File: src/rtl/lane_serializer.sv
// Warp mask serializer: emits the index of each active lane, lowest first, one
// beat per cycle over a valid/ready stream, with first/last/count sideband.

module popcnt #(
    parameter int WIDTH  = 32,
    parameter int CWIDTH = $clog2(WIDTH) + 1
) (
    input  logic [WIDTH-1:0]  mask,
    output logic [CWIDTH-1:0] cnt
);
    always_comb begin
        cnt = '0;
        for (int i = 0; i < WIDTH; i++) cnt = cnt + CWIDTH'(mask[i]);
    end
endmodule

module lane_serializer #(
    parameter int WIDTH  = 32,
    parameter int TAGW   = 5,
    parameter int IDXW   = $clog2(WIDTH),
    parameter int CWIDTH = $clog2(WIDTH) + 1
) (
    input  logic              clk,
    input  logic              rst_n,
    input  logic              in_valid,
    output logic              in_ready,
    input  logic [WIDTH-1:0]  in_mask,
    input  logic [TAGW-1:0]   in_tag,
    output logic              out_valid,
    input  logic              out_ready,
    output logic [IDXW-1:0]   out_lane,
    output logic [TAGW-1:0]   out_tag,
    output logic              out_first,
    output logic              out_last,
    output logic [CWIDTH-1:0] active_cnt,
    output logic [CWIDTH-1:0] remaining,
    output logic              empty_drop
);
    typedef enum logic {IDLE, EMIT} state_t;

    state_t            state, state_nxt;
    logic [WIDTH-1:0]  pend;
    logic [TAGW-1:0]   tag_q;
    logic [CWIDTH-1:0] cnt_q, rem_q, in_cnt;
    logic              drop_q;
    logic              hs, acc, mask_nz;

    popcnt #(.WIDTH(WIDTH), .CWIDTH(CWIDTH)) u_popcnt (.mask(in_mask), .cnt(in_cnt));

    assign out_valid  = (state == EMIT);
    assign hs         = out_valid & out_ready;
    // Accepting on the last beat lets the next mask follow with no idle cycle.
    assign in_ready   = (state == IDLE) | (hs & out_last);
    assign acc        = in_valid & in_ready;
    assign mask_nz    = |in_mask;
    assign out_tag    = tag_q;
    assign active_cnt = cnt_q;
    assign remaining  = rem_q;
    assign empty_drop = drop_q;
    assign out_first  = out_valid & (rem_q == cnt_q);
    assign out_last   = out_valid & (rem_q == CWIDTH'(1));

    always_comb begin
        out_lane = '0;
        for (int i = WIDTH - 1; i >= 0; i--)
            if (pend[i]) out_lane = IDXW'(i);
    end

    always_ff @(posedge clk or negedge rst_n) begin
        if (!rst_n) state <= IDLE;
        else        state <= state_nxt;
    end

    always_comb begin
        state_nxt = state;
        case (state)
            IDLE: if (acc && mask_nz) state_nxt = EMIT;
            EMIT: if (hs && out_last) state_nxt = (acc && mask_nz) ? EMIT : IDLE;
            default: state_nxt = IDLE;
        endcase
    end

    always_ff @(posedge clk or negedge rst_n) begin
        if (!rst_n) begin
            pend   <= '0;
            tag_q  <= '0;
            cnt_q  <= '0;
            rem_q  <= '0;
            drop_q <= 1'b0;
        end else begin
            drop_q <= acc & ~mask_nz;
            if (acc) begin
                pend  <= in_mask;
                tag_q <= in_tag;
                cnt_q <= in_cnt;
                rem_q <= in_cnt;
            end else if (hs) begin
                // x & (x-1) strips the lowest set bit, i.e. the lane just sent.
                pend  <= pend & (pend - 1'b1);
                rem_q <= rem_q - 1'b1;
            end
        end
    end
endmodule

File: config.mk
export PLATFORM = sky130hd
export DESIGN_NAME = lane_serializer
export DESIGN_NICKNAME = d
export VERILOG_FILES = /design/src/rtl/lane_serializer.sv
export SDC_FILE = /design/constraint.sdc
export NUM_CORES = 1
export LEC_CHECK = 0
export ABC_CLOCK_PERIOD_IN_PS = 2500
export CAP_MARGIN = 10
export CORE_UTILIZATION = 53
export CTS_BUF_LIST = sky130_fd_sc_hd__clkbuf_16
export CTS_CLUSTER_DIAMETER = 30
export DETAILED_ROUTE_END_ITERATION = 12
export GPL_TIMING_DRIVEN = 0
export PLACE_DENSITY = 0.82
export SLEW_MARGIN = 20
export SYNTH_ARGS = -nofsm -noshare
export SYNTH_HDL_FRONTEND = slang
export SYNTH_SLANG_ARGS = --single-unit
File: constraint.sdc
create_clock -name clk -period 2.5 [get_ports clk]
set_clock_uncertainty 0.1 [all_clocks]
set_input_delay 0.25 -clock clk [delete_from_list [all_inputs] [get_ports clk]]
set_output_delay 0.25 -clock clk [all_outputs]
set_load 0.005 [all_outputs]
* Word level (Yosys, flattened, before mapping) *
Index checks and enable logic that the tools add are counted.

storage, ports and cells
  register bits = 51
  logic and storage cells = 94
  input port bits = 41

cells by class
  add/sub/neg operators = 33
  bitwise gates (word level) = 10
  reduce and logical (&&, ||, !) cells = 4
  eq/ne operators = 2
  mux-type cells = 39

operators with widths
  kind                                                count
  adder 6 x 1 -> 6 bit                                30
  two-way mux 5 bit                                   32
  two-way mux 32 bit                                  2
  AND 32 bit                                          1
  OR reduction 32 bit                                 1
  subtractor 32 x 1 -> 32 bit, second input constant  1
  two-way mux 6 bit                                   2
  AND 1 bit                                           6
  == test 6 x 1 -> 1 bit, second input constant       1
  == test 6 bit                                       1
  subtractor 6 x 1 -> 6 bit, second input constant    1
  adder 1 x 1 -> 2 bit                                1
  logical AND 1 bit                                   2
  two-way mux 1 bit                                   2
  inverter 1 bit                                      2
  case mux 1 bit (2 select lines)                     1
  nonzero test 2 bit                                  1
  OR 1 bit                                            1

* Longest topological paths before layout *
Gate-level depths: netlist of the first run.

  depth in word-level cells = 32
  gate-level depth with buffers = 18
  mapped depth without buffers = 18

* Cells and area by module *
A second synthesis of the first run with hierarchy kept.

unflattened totals
  cell total of the unflattened synthesis = 394
  area, all modules = 3590.9 um^2

modules (own cells, without submodules)
  module           cells each  area each (um^2)  instances
  lane_serializer  323         2840.2            1
  popcnt           71          750.7             1

* Worst setup path after synthesis of the first run *
No wires, ideal clock.

  kind = input port to flip-flop
  start = input port in_mask[0]
  end = register rem_q[4] (netlist: remaining[4])
  required time = 2.270 ns
  stages on the path = 17
  data arrival time = 4.834 ns
  setup slack = -2.564 ns
  setup time = 0.130 ns
  buffers on the path = 0
  path through = inv_1 -> ha_1 -> inv_1 -> fa_1 -> fa_1 -> fa_1 -> fa_1 -> fa_1 -> fa_1 -> inv_1 -> fa_1 -> fa_1 -> a21o_1 -> a21oi_1 -> xnor2_1 -> nand2_1 -> nand4_1

on the way
  longest elaborated chain between the ends = 32

ends and longest elaborated chain
  item                                 line  RTL
  start, declared                      27    input logic [WIDTH-1:0] in_mask,
  adder 1 x 1 -> 2 bit                 13    for (int i = 0; i < WIDTH; i++) cnt = cnt + CWIDTH'(mask[i]);
  adder 6 x 1 -> 6 bit (30 in series)  13
  two-way mux 6 bit                    92    if (acc) begin
  end signal, assigned                 96    rem_q <= in_cnt;
  end signal, assigned                 100   rem_q <= rem_q - 1'b1;
  end, declared                        44    logic [CWIDTH-1:0] cnt_q, rem_q, in_cnt;

Every way passes these cells.
A chain may end at the register's enable or synchronous reset.

* Worst setup path after layout of the first run *
  start = input port in_mask[1]
  end = register rem_q[4] (netlist: remaining[4])

The elaborated chain is that of the path after synthesis.

==> summary.txt, run 1 <==
Power
  – VDD IR-drop max: 1.04 mV
  – Cell Pwr Density: 837 nW/um2
  – Leakage: 0.00233 uW

Synth
  – Synth unique cells: 51
  – Seq cells post-synth: 51
  – Post-synthesis sequential area ratio: 35.0%
  – Cell taking the most area after synthesis: dfrtp_1
  – Most used DFF post-synth: dfrtp_1
  – Yosys warnings: 0
  – Synth async-reset ratio: 100%
  – Post-synth top area share: 35.0%
  – Largest cells by area after synthesis: dfrtp_1 35%, fa_1 13%, nand2_1 6.7%
  – Synthesized Nets: 482
  – Post-synth EDFFs: 0
  – Cell area after synthesis: 3650 um2
  – Mean post-synth cell area: 8.99 um2
  – Gate Count Post-Synth: 406

Cells and area
  – # diodes: 0
  – Fraction of layout cells with a size suffix above 1: 19.4%
  – FF/Latch Area: 1290 um2
  – Fill count: 468
  – Commonest cells after routing, fill and taps aside: 61 x nand2_1, 46 x clkdlybuf4s50_1, 43 x dfrtp_1
  – Area Growth Syn to Fin: 33.6%
  – Nets: 575
  – Footprint of the multi-input gates: 2260 um2
  – Most common cell after layout, fill and taps aside: nand2_1

STA
  – Hold slack final: 0.107 ns
  – Setup violators final: 12
  – Max Clk Rate: 0.205 GHz
  – Final Max Slew Viols: 0
  – Final hold violation count: 0
  – Worst-Margin Slew: 0.690 ns
  – Min cycle time layout: 4.89 ns
  – Final worst-path cycle share: 196%
  – RSZ-0062 raised after global routing: yes
  – Max-Slew Margin vs Limit: 54.0%
  – PnR worst setup slack: -2.39 ns
  – Setup tns final: -26.78 ns

GRT
  – First-pass GRT wire length: 18.8 mm
  – Largest net degree at the start of global routing: 52
  – Initial antenna violation count: 0
  – Grt total ovfl: 0
  – Gr usage total: 34.5%
  – Vias in the first global route: 3599

Hold path
  – Worst min path class: input port to flip-flop

Die
  – Top Ports: 68
  – DIE AREA: 7230 um2
  – Std cell rows: 29
  – Die width: 85 um
  – Initial Util: 56.2%
  – Die height: 85 um
  – Core Region: 6490 um2

CTS
  – Clock Path Buffers: 2
  – Clock sink total: 51
  – CTS tree: yes
  – Root buf cell: clkbuf_16
  – Clock H-tree levels: 2
  – Cts bufs inserted: 5
  – Clock-pin slew on the worst setup and hold paths: 0.07 ns
  – Clk Latency, worst-skew pair: 0.29 ns

Status
  – Status: finished, violations left
  – Violated checks: setup timing

Route
  – DRC Markers: 0
  – DR vias/cell: 6.27
  – Average routed wire per standard cell: 20.1 um
  – Via count: 3616
  – Routed WL: 11.6 mm
  – Antenna-violating nets left: 0
  – Drt pass-1 iters: 5
  – Starting DRT DRC Count: 404

Critical path
  – Startpoint types: input port
  – Crit path required time: 2.57 ns
  – Type of the worst setup path: input port to flip-flop
  – Crit-path max FO: 2
  – Critical Path AT: 4.95 ns
  – Crit end category: flip-flop

Run
  – Maxcap violations: 0

Placed design
  – PortBufs: 67
  – RD Place Congestion: 0.973
  – HPWL Detailed: 8.36 mm
Yosys cell counts, types with 6 or more instances:
cell type	count
a21oi_1	15
clkbuf_1	7
dfrtp_1	51
fa_1	24
ha_1	11
inv_1	51
nand2_1	65
nand3_1	14
nor2_1	23
nor3_1	6
nor4_1	9
o211ai_1	12
o21ai_0	31
o21ai_1	7
metrics by stage:
| step | util [%] | worst slack, ns | area, um2 | instances | total power, uW |
|---|---|---|---|---|---|
| 6_report | 75.1 | -2.39 | 4880 | 577 | 4080 |
| 4_1_cts | 73.1 | -2.60 | 4750 | 567 | 3930 |
| 2_1_floorplan | - | -2.28 | 3700 | 406 | 2400 |
| 3_5_place_dp | 68.7 | -3.23 | 4460 | 550 | 2980 |
| 3_3_place_gp | 68.7 | -3.17 | 4460 | 550 | 2910 |
| 5_1_grt | 75.1 | -2.53 | 4880 | 577 | 4400 |
final timing paths:
check                                            start                       end  slack, ns  cells past startpoint
worst max register to register     pend[1]$_DFFE_PN0P_      pend[27]$_DFFE_PN0P_       0.13                      6
min in group asynchronous                        rst_n       pend[1]$_DFFE_PN0P_       0.44                      2
worst min register to register  out_tag[0]$_DFFE_PN0P_    out_tag[0]$_DFFE_PN0P_       0.37                      2
worst max-delay path                        in_mask[1]  remaining[4]$_DFFE_PN0P_      -2.39                     18
max in group asynchronous                        rst_n      pend[25]$_DFFE_PN0P_       1.35                      2
worst min-delay path                       in_mask[18]      pend[18]$_DFFE_PN0P_       0.11                      3
registers in the layout (all words and copies together) (netlist names):
register and count:
empty_drop 1, active_cnt 6, remaining 6, pend 32, out_tag 5, out_valid 1
routing by layer:
| layer | up-vias | share of wire [%] | global-route usage, % | routed length [um] |
|---|---|---|---|---|
| met1 | 1708 | 39 | 45.4 | 4490 |
| li1 | 1602 | - | - | - |
| met5 | - | 0 | 0 | 0 |
| met4 | 0 | 5.1 | 18.2 | 592 |
| met3 | 59 | 9.8 | 6.81 | 1130 |
| met2 | 247 | 46 | 54.3 | 5350 |
power by group:
group          internal, uW  switching, uW  total [uW]
clock                   468            309         777
sequential              900           87.0         987
combinational          1220           1100        2320
critical path: stages:
cell,delay (ns)
buf_12,0.09
inv_12,0.03
ha_4,0.25
inv_2,0.04
fa_1,0.46
fa_2,0.58
fa_1,0.44
fa_1,0.52
fa_1,0.44
fa_1,0.52
inv_2,0.04
fa_2,0.35
fa_2,0.34
a21o_1,0.20
a21oi_2,0.15
xnor2_1,0.07
nand2_1,0.09
nand4_1,0.08
cell type report:
type                       count  area share [%]
inverter                      51            4.28
multi-input combinational    293            46.3
clock inverter                 3           0.795
buffer                        10            1.08
sequential                    51            26.4
clock buffer                   5            2.56
tap                           77            1.97
timing repair buffer          87            16.6
timing repair:
item,CTS,global route
hold buffers,1,0
setup endpoints to repair,16,43
gates resized for setup,59,32
endpoints found under the hold margin,51,0
pin swaps,20,24
buffers inserted,9,10
kinds of logic after synthesis:
family | after synthesis | synth area share [%]
multiplexers | 2 | 0.685
AO/OA/AOI/OAI | 95 | 16.6
adder cells (fa/ha/maj) | 35 | 16.9
XOR/XNOR | 9 | 2.16
flip-flops | 51 | 35.0
buffers and inverters | 62 | 6.75
AND/OR/NAND/NOR | 152 | 21.9
(Power assumes the default switching activity.)
==> run 2: changes to the inputs <==
CORE_UTILIZATION = 48   (was 53)
PLACE_DENSITY = 0.75   (was 0.82)
SLEW_MARGIN = unset   (was 20)
TNS_END_PERCENT = 100   (was unset)
==> run 2 against run 1 <==
Against the previous run:
- the run still ends with setup timing left
- cell count increased by 3.5%
- utilization down 8.4 points
- hold slack gained 0.010 ns
- via count shrank 1.5%
- first-iteration DRC count down 10%
- fmax up 0.31%
- global-route usage shrank 3.0 points
- sequential share of layout area shrank 0.054 points
- wire length decreased by 1.8%
- combinational power up 3%
- critical path depth stayed put
- flip-flop and latch count is the same
- largest cell class unchanged
- highest routed layer unchanged
==> summary.txt, run 2 (synthesis results as in run 1) <==
Critical path
  – Type of the worst setup path: input port to flip-flop
  – Crit end category: flip-flop
  – CP startpoint: in_mask[1]
  – Critical Path AT: 4.95 ns (about the same)
  – Crit path required time: 2.58 ns (about the same)
  – Startpoint types: input port
  – Reg2Reg Launch Point: pend[1]$_DFFE_PN0P_
  – Crit-path max FO: 2 (unchanged)

Cells and area
  – Max FFs per register: 32 (unchanged)
  – Fill count: 611 (+31%)
  – Area Growth Syn to Fin: 33.2%
  – Most common cell after layout, fill and taps aside: nand2_1
  – Nets: 573 (-0.35%)
  – Commonest cells after routing, fill and taps aside: 60 x nand2_1, 48 x dfrtp_1, 46 x clkdlybuf4s50_1
  – Fin area: 4860 um2 (-0.28%)
  – # diodes: 0 (unchanged)
  – Fraction of layout cells with a size suffix above 1: 18.3% (-1.1 points)
  – Biggest register: pend
  – Finished Layout Cells: 597 (+3.5%)

GRT
  – Vias in the first global route: 3643 (+1.2%)
  – Initial antenna violation count: 0 (unchanged)
  – First-pass GRT wire length: 18.3 mm (-2.7%)
  – Gr usage total: 31.5% (-3.0 points)
  – Largest net degree at the start of global routing: 40 (-23%)
  – Grt total ovfl: 0 (unchanged)

Hold path
  – Worst Hold Launch: in_mask[0]
  – Worst min path class: input port to flip-flop

CTS
  – CTS tree: yes
  – Cts bufs inserted: 5 (unchanged)
  – Clock-pin slew on the worst setup and hold paths: 0.07 ns (about the same)
  – Root buf cell: clkbuf_16
  – Clock sink total: 51 (unchanged)
  – Clock Path Buffers: 2 (unchanged)
  – Clk Latency, worst-skew pair: 0.29 ns (about the same)
  – Clock H-tree levels: 2 (unchanged)

STA
  – PnR worst setup slack: -2.37 ns (+0.0149 ns)
  – Worst-Margin Slew: 0.608 ns (-0.0814 ns)
  – Final Max Slew Viols: 0 (unchanged)
  – Setup tns final: -26.03 ns (+0.754 ns)
  – Final worst-path cycle share: 195% (-0.60 points)
  – Final hold violation count: 0 (unchanged)
  – Setup violators final: 12 (unchanged)
  – Max-Slew Margin vs Limit: 59.4% (+5.4 points)
  – RSZ-0062 raised after global routing: yes
  – Min cycle time layout: 4.87 ns (-0.0149 ns)
  – Max Clk Rate: 0.205 GHz (+0.31%)

Route
  – Routed WL: 11.4 mm (-1.8%)
  – Antenna-violating nets left: 0 (unchanged)
  – Via count: 3560 (-1.5%)
  – DR vias/cell: 5.96 (-4.8%)
  – DRC Markers: 0 (unchanged)
  – Drt pass-1 iters: 7 (+2)
  – Average routed wire per standard cell: 19.0 um (-5.1%)
  – Starting DRT DRC Count: 363 (-10%)

Power
  – Clock power share: 21.0% (+2.0 points)
  – Switching share of power: 36.5% (-0.11 points)
  – Cell Pwr Density: 877 nW/um2 (+4.8%)
  – Net Sw Power: 1560 uW (+4.2%)
  – Leakage: 0.00231 uW (-0.87%)
  – Flop pwr share: 23.1% (-1.1 points)
  – Internal power: 2710 uW (+4.7%)
  – VDD IR-drop max: 0.972 mV (-6.2%)
  – Combinational share of power: 55.9% (-0.9 points)

Run
  – Maxcap violations: 0 (unchanged)

Placed design
  – HPWL Detailed: 8.45 mm (+1.2%)
  – RD Place Congestion: 0.949 (-2.5%)
  – Placed cell area: 4510 um2 (+1.0%)
  – Placed insts: 573 (+4.2%)
  – PortBufs: 67 (unchanged)

Die
  – Std cell rows: 31 (+6.9%)
  – Die height: 89.2 um (+5.0%)
  – DIE AREA: 7960 um2 (+10%)
  – Initial Util: 50.1% (-6.1 points)
  – Die width: 89.2 um (+5.0%)
  – Top Ports: 68 (unchanged)
  – Core Region: 7290 um2 (+12%)

Status
  – Status: finished, violations left
  – Violated checks: setup timing
-- run 2: cell types whose count changed in the layout (fill, tap and decap cells not counted), sizes merged --
| cell | previous run | this run |
|---|---|---|
| clkdlybuf4s15 | 2 | 0 |
| clkinv | 2 | 0 |
| clkbuf | 16 | 20 |
| dlymetal6s2s | 1 | 0 |
| clkinvlp | 0 | 1 |
| bufinv | 1 | 2 |
| buf | 25 | 24 |
| dlygate4sd2 | 11 | 9 |
-- run 2: what timing repair did --
action,4_1_cts,5_1_grt
endpoints found under the hold margin,12,0
hold buffers,1,0
setup buffers,13,3
pin swaps,23,25
endpoints found under the setup margin,17,41
gates resized for setup,56,29
-- run 2: critical path, cell delays in order --
cell and delay, ns:
buf_12 0.09, inv_12 0.03, ha_4 0.24, inv_2 0.03, fa_1 0.46, fa_1 0.53
fa_1 0.44, fa_1 0.51, fa_1 0.43, fa_1 0.54, inv_2 0.05, fa_2 0.36
fa_2 0.35, a21o_1 0.20, a21oi_2 0.17, xnor2_1 0.09, nand2_1 0.10, nand4_1 0.08
-- run 2: cell type report --
type	count	area, um2	share of cell area [%]
plain buffers	10	52.6	1.08
flip-flops and latches	51	1280	26.3
clock buffers	5	125	2.57
multi-input cells	293	2220	45.7
clock inverters	3	67.6	1.39
repair buffers	85	782	16.1
well taps	99	124	2.55
inverters	51	209	4.30
-- run 2: power groups by stage --
| stage | clock network, uW | registers, uW | logic (uW) |
|---|---|---|---|
| floorplan | 0 | 996 | 1400 |
| global placement | 0 | 996 | 1940 |
| detailed placement | 0 | 1000 | 2000 |
| CTS | 910 | 985 | 2180 |
| global route | 929 | 1000 | 2650 |
| finish | 897 | 986 | 2380 |
-- run 2: stage by stage --
| step | hold WS (ns) | worst slack (ns) | utilization [%] | power [uW] |
|---|---|---|---|---|
| floorplan | -0.146 | -2.28 | - | 2400 |
| global placement | 0.352 | -3.20 | 61.6 | 2940 |
| detailed placement | 0.0779 | -3.27 | 61.8 | 3000 |
| CTS | 0.120 | -2.60 | 66.4 | 4070 |
| global route | 0.134 | -2.50 | 66.7 | 4580 |
| finish | 0.117 | -2.37 | 66.7 | 4270 |
-- run 2: worst paths after layout --
check                                           end  slack, ns  cells past startpoint
max                        remaining[4]$_DFFE_PN0P_      -2.37                     18
max reg2reg                    pend[30]$_DFFE_PN0P_       0.21                      6
max in group asynchronous      pend[22]$_DFFE_PN0P_       1.48                      3
min in group asynchronous       pend[3]$_DFFE_PN0P_       0.28                      2
min                             pend[0]$_DFFE_PN0P_       0.12                      3
min reg2reg                  out_tag[2]$_DFFE_PN0P_       0.38                      2
-- run 2: routing by layer --
layer	wire, um	part of all wire [%]	GRT usage (%)
met1	4530	40	40.7
met2	5510	48	51.9
met3	946	8.3	5.72
met4	384	3.4	14.0
met5	0	0	0
